**src/rtl/hilo_ctrl_pkg.sv**
```systemverilog
// Shared alucontrol codes, FSM state encoding and op-decode helpers for the HI/LO sequencer.
package hilo_ctrl_pkg;

    localparam int unsigned ALU_W = 6;

    localparam logic [ALU_W-1:0] MTHI_CONTROL  = 6'd17;
    localparam logic [ALU_W-1:0] MTLO_CONTROL  = 6'd19;
    localparam logic [ALU_W-1:0] MULT_CONTROL  = 6'd24;
    localparam logic [ALU_W-1:0] MULTU_CONTROL = 6'd25;
    localparam logic [ALU_W-1:0] DIV_CONTROL   = 6'd26;
    localparam logic [ALU_W-1:0] DIVU_CONTROL  = 6'd27;

    typedef enum logic [1:0] {
        ST_IDLE,
        ST_MUL,
        ST_DIV,
        ST_DONE
    } state_t;

    // Multi-cycle ops only; MTHI/MTLO complete without stalling.
    function automatic logic is_muldiv(logic [ALU_W-1:0] op);
        return (op == MULT_CONTROL) || (op == MULTU_CONTROL) ||
               (op == DIV_CONTROL)  || (op == DIVU_CONTROL);
    endfunction

    function automatic logic is_signed_op(logic [ALU_W-1:0] op);
        return (op == MULT_CONTROL) || (op == DIV_CONTROL);
    endfunction

endpackage

```
**src/rtl/div_iter.sv**
```systemverilog
// Radix-2 restoring divider: one quotient bit per cycle, sign fix-up and divide-by-zero handled here.
module div_iter #(
    parameter int unsigned DATA_W = 32
) (
    input  logic              clk,
    input  logic              rst,
    input  logic              start,
    input  logic              abort,
    input  logic              signed_op,
    input  logic [DATA_W-1:0] a,
    input  logic [DATA_W-1:0] b,
    output logic              done,
    output logic [DATA_W-1:0] quotient,
    output logic [DATA_W-1:0] remainder
);

    localparam int unsigned CNT_W = $clog2(DATA_W);
    localparam logic [CNT_W-1:0] LAST = CNT_W'(DATA_W - 1);

    logic              run_q, run_d;
    logic [CNT_W-1:0]  cnt_q, cnt_d;
    logic [DATA_W-1:0] rem_q, rem_d;
    logic [DATA_W-1:0] quo_q, quo_d;
    logic [DATA_W-1:0] dvs_q, dvs_d;
    logic              negq_q, negq_d;
    logic              negr_q, negr_d;
    logic              dz_q, dz_d;

    logic [DATA_W:0]   shifted, trial;
    logic [DATA_W-1:0] rem_n, quo_n, mag_a, mag_b;

    // One restoring step; quotient/remainder are the values after the current step.
    always_comb begin
        shifted = {rem_q, quo_q[DATA_W-1]};
        trial   = shifted - {1'b0, dvs_q};
        if (trial[DATA_W]) begin
            rem_n = shifted[DATA_W-1:0];
            quo_n = {quo_q[DATA_W-2:0], 1'b0};
        end else begin
            rem_n = trial[DATA_W-1:0];
            quo_n = {quo_q[DATA_W-2:0], 1'b1};
        end
        done      = run_q && (cnt_q == LAST) && !abort;
        quotient  = dz_q ? '1 : (negq_q ? -quo_n : quo_n);
        remainder = negr_q ? -rem_n : rem_n;
    end

    always_comb begin
        run_d  = run_q;
        cnt_d  = cnt_q;
        rem_d  = rem_q;
        quo_d  = quo_q;
        dvs_d  = dvs_q;
        negq_d = negq_q;
        negr_d = negr_q;
        dz_d   = dz_q;
        mag_a  = (signed_op && a[DATA_W-1]) ? -a : a;
        mag_b  = (signed_op && b[DATA_W-1]) ? -b : b;
        if (abort) begin
            run_d = 1'b0;
        end else if (start) begin
            run_d  = 1'b1;
            cnt_d  = '0;
            rem_d  = '0;
            quo_d  = mag_a;
            dvs_d  = mag_b;
            dz_d   = (b == '0);
            // Quotient sign is dropped for /0 so lo stays all-ones; remainder then restores a.
            negq_d = signed_op && (a[DATA_W-1] ^ b[DATA_W-1]) && (b != '0);
            negr_d = signed_op && a[DATA_W-1];
        end else if (run_q) begin
            rem_d = rem_n;
            quo_d = quo_n;
            cnt_d = cnt_q + 1'b1;
            if (cnt_q == LAST) begin
                run_d = 1'b0;
            end
        end
    end

    always_ff @(posedge clk or posedge rst) begin
        if (rst) begin
            run_q  <= 1'b0;
            cnt_q  <= '0;
            rem_q  <= '0;
            quo_q  <= '0;
            dvs_q  <= '0;
            negq_q <= 1'b0;
            negr_q <= 1'b0;
            dz_q   <= 1'b0;
        end else begin
            run_q  <= run_d;
            cnt_q  <= cnt_d;
            rem_q  <= rem_d;
            quo_q  <= quo_d;
            dvs_q  <= dvs_d;
            negq_q <= negq_d;
            negr_q <= negr_d;
            dz_q   <= dz_d;
        end
    end

endmodule

```
**src/rtl/hilo_ctrl.sv**
```systemverilog
// EX-stage HI/LO sequencer: MTHI/MTLO pass-through, registered multiply, iterative divide, single write strobe.
module hilo_ctrl
    import hilo_ctrl_pkg::*;
#(
    parameter int unsigned DATA_W = 32
) (
    input  logic              clk,
    input  logic              rst,
    input  logic              op_valid,
    input  logic [5:0]        alucontrol,
    input  logic [DATA_W-1:0] src_a,
    input  logic [DATA_W-1:0] src_b,
    input  logic              flush,
    input  logic [DATA_W-1:0] hi_i,
    input  logic [DATA_W-1:0] lo_i,
    output logic              stall_o,
    output logic              busy_o,
    output logic              hilo_we,
    output logic [DATA_W-1:0] hi_o,
    output logic [DATA_W-1:0] lo_o
);

    localparam int unsigned PROD_W = 2 * DATA_W;

    state_t              state_q, state_d;
    logic [PROD_W-1:0]   res_q, res_d;
    logic                accept, signed_op;
    logic                div_start, div_done;
    logic [DATA_W-1:0]   div_quo, div_rem;
    logic [PROD_W-1:0]   a_ext, b_ext, prod;
    logic                we_c;
    logic [DATA_W-1:0]   hi_c, lo_c;

    // Operands are held by the stall through MUL, so the product is taken there.
    always_comb begin
        signed_op = is_signed_op(alucontrol);
        a_ext     = signed_op ? {{DATA_W{src_a[DATA_W-1]}}, src_a} : {{DATA_W{1'b0}}, src_a};
        b_ext     = signed_op ? {{DATA_W{src_b[DATA_W-1]}}, src_b} : {{DATA_W{1'b0}}, src_b};
        prod      = a_ext * b_ext;
        accept    = op_valid && !flush && (state_q == ST_IDLE);
    end

    always_comb begin
        state_d   = state_q;
        res_d     = res_q;
        div_start = 1'b0;
        we_c      = 1'b0;
        hi_c      = res_q[PROD_W-1:DATA_W];
        lo_c      = res_q[DATA_W-1:0];
        if (flush) begin
            state_d = ST_IDLE;
        end else begin
            case (state_q)
                ST_IDLE: begin
                    if (accept) begin
                        case (alucontrol)
                            MULT_CONTROL, MULTU_CONTROL: state_d = ST_MUL;
                            DIV_CONTROL, DIVU_CONTROL: begin
                                state_d   = ST_DIV;
                                div_start = 1'b1;
                            end
                            MTHI_CONTROL: begin
                                we_c = 1'b1;
                                hi_c = src_a;
                                lo_c = lo_i;
                            end
                            MTLO_CONTROL: begin
                                we_c = 1'b1;
                                hi_c = hi_i;
                                lo_c = src_a;
                            end
                            default: ;
                        endcase
                    end
                end
                ST_MUL: begin
                    res_d   = prod;
                    state_d = ST_DONE;
                end
                ST_DIV: begin
                    if (div_done) begin
                        res_d   = {div_rem, div_quo};
                        state_d = ST_DONE;
                    end
                end
                ST_DONE: begin
                    we_c    = 1'b1;
                    state_d = ST_IDLE;
                end
                default: state_d = ST_IDLE;
            endcase
        end
    end

    // Reset must silence the combinational write path immediately, not only at the next edge.
    always_comb begin
        stall_o = !rst && op_valid && is_muldiv(alucontrol) && (state_q != ST_DONE) && !flush;
        busy_o  = (state_q != ST_IDLE);
        hilo_we = !rst && we_c;
        hi_o    = rst ? '0 : hi_c;
        lo_o    = rst ? '0 : lo_c;
    end

    always_ff @(posedge clk or posedge rst) begin
        if (rst) begin
            state_q <= ST_IDLE;
            res_q   <= '0;
        end else begin
            state_q <= state_d;
            res_q   <= res_d;
        end
    end

    div_iter #(
        .DATA_W (DATA_W)
    ) u_div_iter (
        .clk       (clk),
        .rst       (rst),
        .start     (div_start),
        .abort     (flush),
        .signed_op (signed_op),
        .a         (src_a),
        .b         (src_b),
        .done      (div_done),
        .quotient  (div_quo),
        .remainder (div_rem)
    );

endmodule

```
**config.mk**
```make
export PLATFORM = sky130hd
export DESIGN_NAME = hilo_ctrl
export DESIGN_NICKNAME = d
export VERILOG_FILES = /design/src/rtl/hilo_ctrl_pkg.sv /design/src/rtl/div_iter.sv /design/src/rtl/hilo_ctrl.sv
export SDC_FILE = /design/constraint.sdc
export NUM_CORES = 2
export LEC_CHECK = 0
export CORE_MARGIN = 8
export CORE_UTILIZATION = 25
export DETAILED_ROUTE_END_ITERATION = 7
export GPL_ROUTABILITY_DRIVEN = 0
export HOLD_SLACK_MARGIN = 0.02
export SLEW_MARGIN = 20
export SYNTH_ARGS = -nofsm -noshare
export SYNTH_HDL_FRONTEND = slang
export SYNTH_HIERARCHICAL = 1
export SYNTH_SLANG_ARGS = --single-unit
```
**constraint.sdc**
```tcl
create_clock -name clk -period 4.85 [get_ports clk]
set_input_delay 0.485 -clock clk [delete_from_list [all_inputs] [get_ports clk]]
set_output_delay 0.485 -clock clk [all_outputs]
set_load 0.02 [all_outputs]
```
==> qor.csv <==
stage,metric,value,unit
run_status,status,"finished, violations left",
run_status,violated checks,negative setup slack,
floorplan,die height,512,um
clocking,htree depth,4,
yosys,Area contributors post-synth,"fa_1 (46%), inv_1 (10%), ha_1 (7.1%), dfrtp_1 (6.9%), nand2_1 (6.2%)",
floorplan,core footprint,0.245,mm2
yosys,syn nets,8881,
setup_path,crit path max-delay cell type,fa_2,
setup_path,Setup crit end kind,flop,
yosys,sequential-to-total area share from yosys stat,6.95,%
yosys,Post-synth ARST share,100,%
clocking,CTS Hold Bufs,0,
yosys,syn_area_per_cell,8.83,um2
setup_path,Setup CP Type,in2reg,
floorplan,die width,512,um
clocking,Worst-path clk slew,80,ps
place,IO buf count,204,
routing,TritonRoute pass-1 iters,6,
setup_path,CP required,5200,ps
grt,global route overflow,0,
sta,Final Critical Period,8870,ps
sta,relative slew slack,29.9,%
yosys,post-synth top area share,46.2,%
cells_and_area,Final nets,9778,
sta,Setup Viol. Count Final,57,
clocking,CTS buffer count,17,
job,Max Cap Viol,0,
min_path,Hold Crit Class,reg2reg,
yosys,"Primary FF master, synth",dfrtp_1,
setup_path,CP Launch Type,input pin,
sta,Max Freq,113,MHz
place,DP Worst Slack,-5240,ps
yosys,Post-synth EDFFs,0,
clocking,CTS tree,done,
cells_and_area,layout cells sized above 1,20.5,%
place,DP HPWL,184000,um
grt,busiest grt layer,met2,
grt,grt met3 use,2.50,%
grt,Total GRT Usage,16.3,%
routing,total number of vias,51400,
floorplan,Ports,205,
setup_path,CP most frequent cell,fa_1,
yosys,Syn Std Cell Area,0.0616,mm2
floorplan,die area,0.262,mm2
clocking,Num Clock Sinks,171,
setup_path,CP max FO,4,
routing,post-DR vias/cell,4.62,
yosys,count of unique library cells instantiated by Yosys,93,
routing,Routed WL per cell,19.9,um
routing,final wirelength,221000,um
yosys,Yosys reg bits,171,
sta,Worst-Margin Slew,1050,ps
clocking,clock latency on the worst-skew pair,470,ps
clocking,CTS max path bufs,2,
grt,vias in the first global route,55900,
yosys,Synth area leader,fa_1,
grt,initial antenna violation count,20,
sta,Tcrit/Tclk final,183,%
sta,final worst slack,-4020,ps
grt,met1 GRT Util,21.0,%
sta,fin. max-slew vios,0,
routing,Final ANT Viol Nets,0,
grt,global-route wire length before repair,335000,um
grt,largest net degree at the start of global routing,77,
sta,RSZ-0062 raised after global routing,yes,
sta,sum of negative setup slack,-166980,ps
routing,drt initial violations,4044,
routing,Residual DRC,0,
yosys,Synth warnings,6,
setup_path,"Data arrival, critical path",9220,ps
floorplan,Starting Density,25.1,%
setup_path,CP peak stage delay,590,ps
sta,worst clock skew,22.0,ps
floorplan,row cnt,182,
cells_and_area,area delta synth->final,27.8,%
grt,GR Util met2,28.2,%
clocking,Root Buffer Master,clkbuf_16,
sta,Fin. Hold Viols,0,
yosys,Cells after Synth,6974,
cell families (layout without fill, tap and decap cells):
kind of cell             Yosys count  after routing  synth area share (%)
other                              0              6                     0
adder cells (fa/ha/maj)         1773           1773                  53.3
AO/OA/AOI/OAI                    808            808                  8.34
buffers and inverters           2042           2952                  12.5
flip-flops                       171            171                  6.95
XOR/XNOR                         263            263                  3.74
AND/OR/NAND/NOR                 1814           1814                  13.5
multiplexers                     103            103                  1.69
cell usage after synthesis, drive strengths merged (19+ instances only):
cell type and number:
xor2 108, o21a 27, nor3 40, and2 346, ha 349, a211oi 79
o22ai 20, o22a 19, nand3 42, nor4 19, o21ai 209, and3 51
xnor2 155, fa 1420, a21o 66, a21oi 239, o31ai 19, dfrtp 171
clkbuf 357, nand2 1011, buf 35, nor2 207, mux2i 100, inv 1650
layout by cell type (no fill, tap or decap), drive strengths merged, types with 79 or more instances in the layout:
cell           instances
a211oi                79
a21oi                239
and2                 346
buf                 1122
clkdlybuf4s50        140
dfrtp                171
fa                  1420
ha                   349
inv                 1656
mux2i                100
nand2               1011
nor2                 207
o21ai                209
xnor2                155
xor2                 108
critical path: cells and delay by family:
kind            cells  cell delay (ps)
simple gates        7             1500
fa+ha+maj          11             5350
compound gates      4              680
xor+xnor            1              150
buf+inv            13             1000
layout make-up:
type | instances | area, um2
diodes | 6 | 15.0
clock buffers | 17 | 425
clock inverters | 15 | 225
fillers | 25200 | 167000
inverters | 1650 | 6200
multi-input cells | 4761 | 51700
flip-flops and latches | 171 | 4280
well taps | 3220 | 4030
repair buffers | 1270 | 11800
worst paths after layout:
| check | from | endpoint | slack [ps] | cells past startpoint |
|---|---|---|---|---|
| worst min-delay path | u_div_iter/dvs_q[4] | u_div_iter/dvs_q[4] | 490 | 2 |
| min in group asynchronous | rst | u_div_iter/rem_q[20] | 530 | 2 |
| worst min register to register | u_div_iter/dvs_q[4] | u_div_iter/dvs_q[4] | 490 | 2 |
| max in group asynchronous | rst | res_q[49] | 2840 | 4 |
| worst max-delay path | alucontrol[5] | res_q[47] | -4020 | 36 |
| worst max register to register | u_div_iter/quo_q[31] | res_q[56] | -560 | 25 |
timing repair:
item | CTS | global route
setup buffers | 53 | 37
setup endpoints to repair | 58 | 57
pin swaps | 158 | 156
cloned | 6 | 2
resized for setup | 314 | 198
per-layer routing:
layer | wire length (um) | part of all wire (%) | vias up
met5 | 15 | 0.0068 | -
li1 | - | - | 22700
met1 | 89600 | 41 | 26300
met2 | 106000 | 48 | 2014
met4 | 8400 | 3.8 | 4
met3 | 17400 | 7.9 | 429
sequential cells by signal, summed over array words and instances, names as in the netlist:
| register | count |
|---|---|
| res_q | 64 |
| state_q | 2 |
| u_div_iter/cnt_q | 5 |
| u_div_iter/dvs_q | 32 |
| u_div_iter/dz_q | 1 |
| u_div_iter/negq_q | 1 |
| u_div_iter/negr_q | 1 |
| u_div_iter/quo_q | 32 |
| u_div_iter/rem_q | 32 |
| u_div_iter/run_q | 1 |
through the flow:
stage	hold slack, ps	instance area, um2	instances	utilization, %
2_1_floorplan	450	63500	6974	-
3_3_place_gp	465	75200	11000	30.6
3_5_place_dp	471	75200	11000	30.6
4_1_cts	488	77500	11100	31.6
5_1_grt	507	78700	11100	32.0
6_report	489	78700	11100	32.0
Power is left out: the tool's default activity adds up to more than one toggle a clock period on the data nets, which glitch-free logic cannot reach.
